### src/rtl/regfile_wb_arbiter_pkg.sv
// Shared constants and types for the register-file write-back arbiter.
package regfile_wb_arbiter_pkg;
    localparam int XLEN = 32;
    localparam int AW   = 5;
    localparam int NREG = 2 ** AW;

    localparam logic [AW-1:0] X0 = '0;

    // Requester indices; also the encoding of the round-robin priority bit.
    localparam logic REQ_ALU  = 1'b0;
    localparam logic REQ_LOAD = 1'b1;

    typedef struct packed {
        logic [AW-1:0]   rd;
        logic [XLEN-1:0] data;
    } wb_req_t;
endpackage

### src/rtl/regfile_wb_arbiter_if.sv
// Bus between decode/execute/memory stages, the arbiter and the register file.
interface regfile_wb_arbiter_if;
    import regfile_wb_arbiter_pkg::*;

    logic            wb0_valid;
    logic [AW-1:0]   wb0_rd;
    logic [XLEN-1:0] wb0_data;
    logic            wb0_ready;
    logic            wb1_valid;
    logic [AW-1:0]   wb1_rd;
    logic [XLEN-1:0] wb1_data;
    logic            wb1_ready;
    logic            issue_valid;
    logic [AW-1:0]   issue_rd;
    logic [AW-1:0]   rs1;
    logic [AW-1:0]   rs2;
    logic            rs1_busy;
    logic            rs2_busy;
    logic            rf_we;
    logic [AW-1:0]   rf_rd;
    logic [XLEN-1:0] rf_wdata;
    logic            err_spurious;

    // Pipeline side: requesters, decode and observers of the register file port.
    modport master (
        output wb0_valid, wb0_rd, wb0_data, wb1_valid, wb1_rd, wb1_data,
               issue_valid, issue_rd, rs1, rs2,
        input  wb0_ready, wb1_ready, rs1_busy, rs2_busy,
               rf_we, rf_rd, rf_wdata, err_spurious
    );

    // Arbiter side.
    modport slave (
        input  wb0_valid, wb0_rd, wb0_data, wb1_valid, wb1_rd, wb1_data,
               issue_valid, issue_rd, rs1, rs2,
        output wb0_ready, wb1_ready, rs1_busy, rs2_busy,
               rf_we, rf_rd, rf_wdata, err_spurious
    );
endinterface

### src/rtl/regfile_wb_arbiter_scoreboard.sv
// Per-register pending-write scoreboard with spurious-commit detection.
module regfile_scoreboard
    import regfile_wb_arbiter_pkg::*;
(
    input  logic          clk,
    input  logic          reset,
    input  logic          issue_valid,
    input  logic [AW-1:0] issue_rd,
    input  logic          rf_we,
    input  logic [AW-1:0] rf_rd,
    input  logic [AW-1:0] rs1,
    input  logic [AW-1:0] rs2,
    output logic          rs1_busy,
    output logic          rs2_busy,
    output logic          err_spurious
);
    logic [NREG-1:0] busy, busy_nxt;

    // Clear on commit first, then set on issue so a newer writer stays pending.
    always_comb begin
        busy_nxt = busy;
        if (rf_we)
            busy_nxt[rf_rd] = 1'b0;
        if (issue_valid)
            busy_nxt[issue_rd] = 1'b1;
        busy_nxt[X0] = 1'b0;
    end

    // Busy vector and sticky error flag.
    always_ff @(posedge clk) begin
        if (reset) begin
            busy         <= '0;
            err_spurious <= 1'b0;
        end else begin
            busy <= busy_nxt;
            if (rf_we && rf_rd != X0 && !busy[rf_rd])
                err_spurious <= 1'b1;
        end
    end

    // Hazard queries; masked during reset.
    always_comb begin
        rs1_busy = !reset && busy[rs1];
        rs2_busy = !reset && busy[rs2];
    end
endmodule

### src/rtl/regfile_wb_arbiter.sv
// Round-robin write-back arbiter driving the register file's single write port.
module regfile_wb_arbiter
    import regfile_wb_arbiter_pkg::*;
(
    input logic                 clk,
    input logic                 reset,
    regfile_wb_arbiter_if.slave bus
);
    logic            prio;
    logic            gnt0, gnt1, hs0, hs1;
    wb_req_t         sel;
    logic            rf_we_q;
    logic [AW-1:0]   rf_rd_q;
    logic [XLEN-1:0] rf_wdata_q;

    // Grant the lone requester, or the prioritised one under contention.
    always_comb begin
        gnt0 = bus.wb0_valid && (!bus.wb1_valid || prio == REQ_ALU);
        gnt1 = bus.wb1_valid && (!bus.wb0_valid || prio == REQ_LOAD);
        hs0  = !reset && gnt0;
        hs1  = !reset && gnt1;
        sel  = hs1 ? '{rd: bus.wb1_rd, data: bus.wb1_data}
                   : '{rd: bus.wb0_rd, data: bus.wb0_data};
    end

    assign bus.wb0_ready = hs0;
    assign bus.wb1_ready = hs1;

    // Priority flips away from whoever was just granted.
    always_ff @(posedge clk) begin
        if (reset)
            prio <= REQ_ALU;
        else if (hs0)
            prio <= REQ_LOAD;
        else if (hs1)
            prio <= REQ_ALU;
    end

    // Registered write port; x0 writes are accepted but never reach the file.
    always_ff @(posedge clk) begin
        if (reset) begin
            rf_we_q    <= 1'b0;
            rf_rd_q    <= X0;
            rf_wdata_q <= '0;
        end else if (hs0 || hs1) begin
            rf_we_q    <= (sel.rd != X0);
            rf_rd_q    <= sel.rd;
            rf_wdata_q <= sel.data;
        end else begin
            rf_we_q    <= 1'b0;
        end
    end

    assign bus.rf_we    = rf_we_q;
    assign bus.rf_rd    = rf_rd_q;
    assign bus.rf_wdata = rf_wdata_q;

    regfile_scoreboard u_sb (
        .clk          (clk),
        .reset        (reset),
        .issue_valid  (bus.issue_valid),
        .issue_rd     (bus.issue_rd),
        .rf_we        (rf_we_q),
        .rf_rd        (rf_rd_q),
        .rs1          (bus.rs1),
        .rs2          (bus.rs2),
        .rs1_busy     (bus.rs1_busy),
        .rs2_busy     (bus.rs2_busy),
        .err_spurious (bus.err_spurious)
    );
endmodule

### src/flat_wrapper.sv
// flat-port wrapper written by rule: the top's interface ports become plain ports
module regfile_wb_arbiter_flat import regfile_wb_arbiter_pkg::*;
  (clk, reset, bus_wb0_valid, bus_wb0_rd, bus_wb0_data, bus_wb1_valid, bus_wb1_rd, bus_wb1_data, bus_issue_valid, bus_issue_rd, bus_rs1, bus_rs2, bus_wb0_ready, bus_wb1_ready, bus_rs1_busy, bus_rs2_busy, bus_rf_we, bus_rf_rd, bus_rf_wdata, bus_err_spurious);
  regfile_wb_arbiter_if bus_i ();
  input logic clk;
  input logic reset;
  input wire logic [$bits(bus_i.wb0_valid)-1:0] bus_wb0_valid;
  input wire logic [$bits(bus_i.wb0_rd)-1:0] bus_wb0_rd;
  input wire logic [$bits(bus_i.wb0_data)-1:0] bus_wb0_data;
  input wire logic [$bits(bus_i.wb1_valid)-1:0] bus_wb1_valid;
  input wire logic [$bits(bus_i.wb1_rd)-1:0] bus_wb1_rd;
  input wire logic [$bits(bus_i.wb1_data)-1:0] bus_wb1_data;
  input wire logic [$bits(bus_i.issue_valid)-1:0] bus_issue_valid;
  input wire logic [$bits(bus_i.issue_rd)-1:0] bus_issue_rd;
  input wire logic [$bits(bus_i.rs1)-1:0] bus_rs1;
  input wire logic [$bits(bus_i.rs2)-1:0] bus_rs2;
  output wire logic [$bits(bus_i.wb0_ready)-1:0] bus_wb0_ready;
  output wire logic [$bits(bus_i.wb1_ready)-1:0] bus_wb1_ready;
  output wire logic [$bits(bus_i.rs1_busy)-1:0] bus_rs1_busy;
  output wire logic [$bits(bus_i.rs2_busy)-1:0] bus_rs2_busy;
  output wire logic [$bits(bus_i.rf_we)-1:0] bus_rf_we;
  output wire logic [$bits(bus_i.rf_rd)-1:0] bus_rf_rd;
  output wire logic [$bits(bus_i.rf_wdata)-1:0] bus_rf_wdata;
  output wire logic [$bits(bus_i.err_spurious)-1:0] bus_err_spurious;
  assign bus_i.wb0_valid = bus_wb0_valid;
  assign bus_i.wb0_rd = bus_wb0_rd;
  assign bus_i.wb0_data = bus_wb0_data;
  assign bus_i.wb1_valid = bus_wb1_valid;
  assign bus_i.wb1_rd = bus_wb1_rd;
  assign bus_i.wb1_data = bus_wb1_data;
  assign bus_i.issue_valid = bus_issue_valid;
  assign bus_i.issue_rd = bus_issue_rd;
  assign bus_i.rs1 = bus_rs1;
  assign bus_i.rs2 = bus_rs2;
  assign bus_wb0_ready = bus_i.wb0_ready;
  assign bus_wb1_ready = bus_i.wb1_ready;
  assign bus_rs1_busy = bus_i.rs1_busy;
  assign bus_rs2_busy = bus_i.rs2_busy;
  assign bus_rf_we = bus_i.rf_we;
  assign bus_rf_rd = bus_i.rf_rd;
  assign bus_rf_wdata = bus_i.rf_wdata;
  assign bus_err_spurious = bus_i.err_spurious;
  regfile_wb_arbiter u_core (.clk(clk), .reset(reset), .bus(bus_i));
endmodule
### config.mk
export PLATFORM = sky130hd
export DESIGN_NAME = regfile_wb_arbiter_flat
export DESIGN_NICKNAME = d
export VERILOG_FILES = /design/src/rtl/regfile_wb_arbiter_pkg.sv /design/src/rtl/regfile_wb_arbiter_if.sv /design/src/rtl/regfile_wb_arbiter_scoreboard.sv /design/src/rtl/regfile_wb_arbiter.sv /design/src/flat_wrapper.sv
export SDC_FILE = /design/constraint.sdc
export NUM_CORES = 1
export LEC_CHECK = 0
export BUFFER_PORTS_ARGS = -buffer_cell sky130_fd_sc_hd__buf_2
export CAP_MARGIN = 5
export CORE_UTILIZATION = 45
export DETAILED_ROUTE_END_ITERATION = 10
export PLACE_DENSITY = 0.71
export REMOVE_ABC_BUFFERS = 1
export SETUP_SLACK_MARGIN = 0.4
export SLEW_MARGIN = 10
export SYNTH_ARGS = -nofsm -noshare
export SYNTH_HDL_FRONTEND = slang
export SYNTH_SLANG_ARGS = --single-unit
### constraint.sdc
create_clock -name clk -period 5.06 [get_ports clk]
set_input_delay 1.265 -clock clk [delete_from_list [all_inputs] [get_ports clk]]
set_output_delay 1.265 -clock clk [all_outputs]
set_load 0.01 [all_outputs]
### After elaboration in Yosys (flattened, before gate mapping)

Index checks and enable logic that the tools add are counted.

| cells by class | value |
|---|---|
| magnitude comparators | 6 |
| muxes and demuxes | 15 |
| bitwise operators | 5 |
| reduce and logical (&&, ||, !) cells | 21 |

Operators by type and width:

| kind | count |
|---|---|
| $mux W32 | 2 |
| $mux W37 | 1 |
| $and A32 B32 Y32 | 1 |
| $not A32 Y32 | 1 |
| $or A32 B32 Y32 | 1 |
| $lt A5 B6 Y1 const B | 4 |
| $bmux W1 S5 | 3 |
| $demux W1 S5 | 2 |
| $ge A5 B1 Y1 const B | 2 |
| $logic_and A1 B1 Y1 | 10 |
| $reduce_bool A5 Y1 | 2 |
| $mux W1 | 7 |
| $logic_not A1 Y1 | 4 |
| $logic_or A1 B1 Y1 | 3 |
| $not A1 Y1 | 2 |
| $reduce_bool A2 Y1 | 1 |
| $reduce_or A2 Y1 | 1 |

| storage, ports and cells | value |
|---|---|
| register bits | 72 |
| output and inout bits | 43 |

### Logic depth before layout (Yosys ltp)

| logic depth | value |
|---|---|
| word-level depth | 9 |
| gate-level depth with buffers | 7 |
| gate-level depth less buffers | 5 |

### Hierarchy

Synthesis repeated with hierarchy kept, for this count alone.

| second synthesis, totals | value |
|---|---|
| cells, all modules | 424 |
| area, all modules | 3957.5 um^2 |

Modules (own cells, without submodules):

| module | times used | cells an instance | area each (um^2) | sequential area each (um^2) |
|---|---|---|---|---|
| regfile_scoreboard | 1 | 238 | 2144.6 | 640.6 |
| regfile_wb_arbiter | 1 | 186 | 1813.0 | 780.7 |

### Least setup slack after synthesis

Ideal clock, no wire load.

| timing | value |
|---|---|
| path type | input -> output |
| start point | input port bus_rs2[2] |
| end point | output port bus_rs2_busy |
| arrival | 2.464 ns |
| data required time | 3.795 ns |
| slack | 1.331 ns |
| stages | 6 |
| path buffers | 1 |
| cell sequence | clkbuf_1 -> mux4_2 -> mux2i_1 -> mux2i_1 -> nand3b_1 -> o21ai_0 |

| between the ends | value |
|---|---|
| longest elaborated chain between the ends | 3 |

Ends and longest elaborated chain:

| element | line | text |
|---|---|---|
| start, declared | flat_wrapper.sv:16 | `input wire logic [$bits(bus_i.rs2)-1:0] bus_rs2;` |
| $bmux W1 S5 | regfile_wb_arbiter_scoreboard.sv:44 | `rs2_busy = !reset && busy[rs2];` |
| $mux W1 (not written as such) | regfile_wb_arbiter_scoreboard.sv:44 |  |
| $logic_and A1 B1 Y1 | regfile_wb_arbiter_scoreboard.sv:44 |  |
| end, declared | flat_wrapper.sv:20 | `output wire logic [$bits(bus_i.rs2_busy)-1:0] bus_rs2_busy;` |

No other way between the ends. The select of a mux whose other input is x is not followed.

### Final worst setup path

| timing | value |
|---|---|
| start point | input port bus_rs2[0] |
| end point | output port bus_rs2_busy |

Same word-level chain as after synthesis.

==> results.md <==
* HPWL after DPL at just over 8000 µm
* Initial antenna violation count at 0
* Starting Density at 46.5%
* Vias in the first global route at 3796
* Clock tree from TritonCTS: done
* Count of endpoints failing hold in the final timing report at 0
* Crit Path Max Fanout at 8
* Worst R2R Setup Slack at 2.94 ns
* Total number of H-tree levels at 3
* Number of placement rows at 33
* Count of antenna diodes in the layout at 0
* Power density normalized to cell area at 274 mW/mm²
* Start point of the worst min-delay path: u_core.u_sb.err_spurious
* Fmax at 0.260 GHz
* Tcrit/Tclk final at 76.1%
* Final core utilization at 57.5%
* Net switching component of the power at approximately 360 µW
* Fraction of power consumed by combinational cells at 17.3%
* Worst-path clk slew at 0.07 ns
* Grt ovf at 0
* Post-Synthesis Mean Instance Area at a little over 8 µm²
* Post-CTS setup buffer count at 0
* Hold Path Class: flop to flop
* Part of the power in the clock network at between 30% and 40%
* Status: finished, final reports clean
* Part of the total power dissipated in sequential elements at 47.6%
* Share of total power consumed by net switching at around 28%
* Worst R2R Path Depth at 7
* Vertical die dimension at 93.9 µm
* Data required time at the worst endpoint at 3.80 ns
* Most used standard cell by instance count after synthesis: nand2_1
* Setup TNS Final at 0 ns
* I/O pin count at 137
* Max-cap violations at 0
* Wire length reported by the detailed router at 11400 µm
* Slew margin rel. at 23.2%
* Leak at 0.00196 µW
* Die outline width at between 90 and 100 µm
* Maximum vdd drop at approximately 0.16 mV
* Total Routing Usage GR at 27.3%
* Top post-synthesis cells by area: dfxtp_1, nand2_1, mux4_2
* First element of the critical path: bus_rs2[0]
* Count of input and output buffers at 136
* Area of the mapped netlist at 0.00380 mm²
* Critical R2R Launch: u_core.prio
* Library cell used as clock root buffer: clkbuf_8
* Cells along the critical path: buf_2 > mux4_2 > mux2i_1 > mux2i_1 > nand3b_1 > o21ai_0 > buf_2
* R2r endpoint: u_core.bus.rf_we
* Number of nets in the layout at 681
* Kind of cell adding the most delay to the critical path: multiplexers
* Count of nets left with antenna violations after detail routing at 0
* Via density at 5.79
* Core Area at 0.00818 mm²
* Die footprint at 0.00881 mm²
* Area added between synthesis and finish at 23.7%
* Fraction of synthesis flops using an asynchronous set or reset pin at 0%
* Endpoint type of the worst setup path: output pin
* Bufs on Longest Clock Path at 2
* Number of design-rule violations left by the first detailed-router iteration at between 200 and 300
* Detailed Routing Iterations Pass 1 at 4
* Global-route wire length before repair at 18500 µm
* Worst-case clock skew at 0.00870 ns
* Element type at the critical path start: primary input
* Via count of the routed design at 4037
* CTS Buf Count at 9
* Cell count after synthesis at 471
* Arr. time, crit path at 2.59 ns
* Layout cells sized above 1 at 29.4%
* CTS Hold Bufs at 0
* Count of flip-flops with a built-in enable after synthesis at 0
* Cell count of the worst hold path at 2
* Library cell occupying the most area in the post-synthesis netlist: dfxtp_1
* Routed length per instance at 16.4 µm
* Maximum number of pins on one net before global-route repair at 47
* Slew of the pin with the lowest slew margin at around 1.1 ns
* Cell with the largest stage delay on the worst path: mux4_2
* Unique cell type count in the Yosys netlist at 36
* CP peak stage delay at roughly 0.53 ns
* Internal portion of total power at 923 µW
* DR DRC count at 0
* Register bit total from synthesis at 71
* Yosys warns at 0
* Final Slew Violations at 0
* Destination of the worst hold path: u_core.u_sb.err_spurious
* Final setup fails at 0
* Setup repair after global routing missed its margin: false
* Area share of the leading cell type in the synthesized netlist at between 30% and 40%
* Gp weighted congestion at 1.04
* Primary FF master, synth: dfxtp_1
* Worst-Skew Late Latency at 0.34 ns
* Worst hold margin at 0.477 ns
* Min Clock Period, post-route at 3.85 ns
* Type of the setup path with the least slack: primary input to output pin
* Combined buffer and inverter count along the critical path at 2
* Total of cells resized after clock tree synthesis at 0
* Most frequent cells after synthesis: nand2_1, dfxtp_1, nor2_1, a21oi_1, a311oi_1
* Clock net sink count at 71
* Sequential-to-total area share from yosys stat at 37.4%
-- final cells by class --
| cell class | count | area, µm² |
|---|---|---|
| fillers | 761 | 3480 |
| inverters | 3 | 11.3 |
| clock buffers | 12 | 145 |
| repair buffers | 141 | 718 |
| flip-flops and latches | 71 | 1420 |
| clock inverters | 4 | 45.0 |
| multi-input cells | 361 | 2230 |
| well taps | 105 | 131 |
-- routing by layer --
metal  GRT usage, %  wire (µm)
met3           6.55        979
met5              0          0
met4           13.7        342
met2           42.6       5360
met1           35.0       4740
-- through the flow --
stage,cells,total power [µW],area [µm²],worst slack [ns]
floorplan,435,734,3650,0.892
CTS,697,1290,4700,1.19
finish,697,1290,4700,1.21
detailed placement,681,848,4510,1.19
global route,697,1350,4700,1.10
global placement,681,843,4510,1.24
-- worst max path at each step --
stage,end,slack (ns),cells past startpoint
2_1_floorplan,bus_wb1_ready,0.89,2
3_3_place_gp,bus_wb1_ready,1.24,5
3_5_place_dp,bus_rs2_busy,1.19,7
4_1_cts,bus_rs2_busy,1.19,7
5_1_grt,bus_wb1_ready,1.10,5
6_report,bus_rs2_busy,1.21,7
-- registers in the layout (all words and copies together) (netlist names) --
signal and count:
u_core.bus.rf_rd 5, u_core.bus.rf_wdata 32, u_core.bus.rf_we 1, u_core.prio 1, u_core.u_sb.busy 31, u_core.u_sb.err_spurious 1
-- worst register-to-register path, stage by stage (launching register included) --
cell and delay [ns]:
dfxtp_1 0.32, nand2b_1 0.14, nand3b_1 0.07, buf_4 0.35, inv_1 0.11, buf_4 0.27
or4_1 0.46, o311a_1 0.30
-- cell usage in the layout (no fill, tap or decap), types with 3 or more instances in the layout --
cell,n
a21oi_1,38
a311oi_1,37
and3_1,3
buf_2,136
buf_4,5
clkbuf_8,10
clkinv_2,3
dfxtp_1,71
inv_1,3
mux2i_1,15
mux4_2,15
nand2_1,114
nand2b_1,4
nand3_1,3
nand3b_1,9
nor2_1,49
nor3_1,4
nor3b_1,6
o21ai_0,36
o22ai_1,5
o31ai_1,3
-- power groups by stage --
stage | Sequential, µW | Clock, µW | Combinational, µW
final | 614 | 452 | 222
after floorplan | 635 | 0 | 99.5
after global placement | 625 | 0 | 219
after global routing | 618 | 484 | 248
after CTS | 613 | 458 | 222
after detailed placement | 625 | 0 | 222
-- logic make-up after synthesis --
kind of cell,count (synthesis),synth area share (%)
buffers and inverters,39,4.18
flip-flops,71,37.4
AO/OA/AOI/OAI,126,21.1
multiplexers,31,13.5
AND/OR/NAND/NOR,204,23.7
Note: power is estimated with default switching activity, not from simulation.
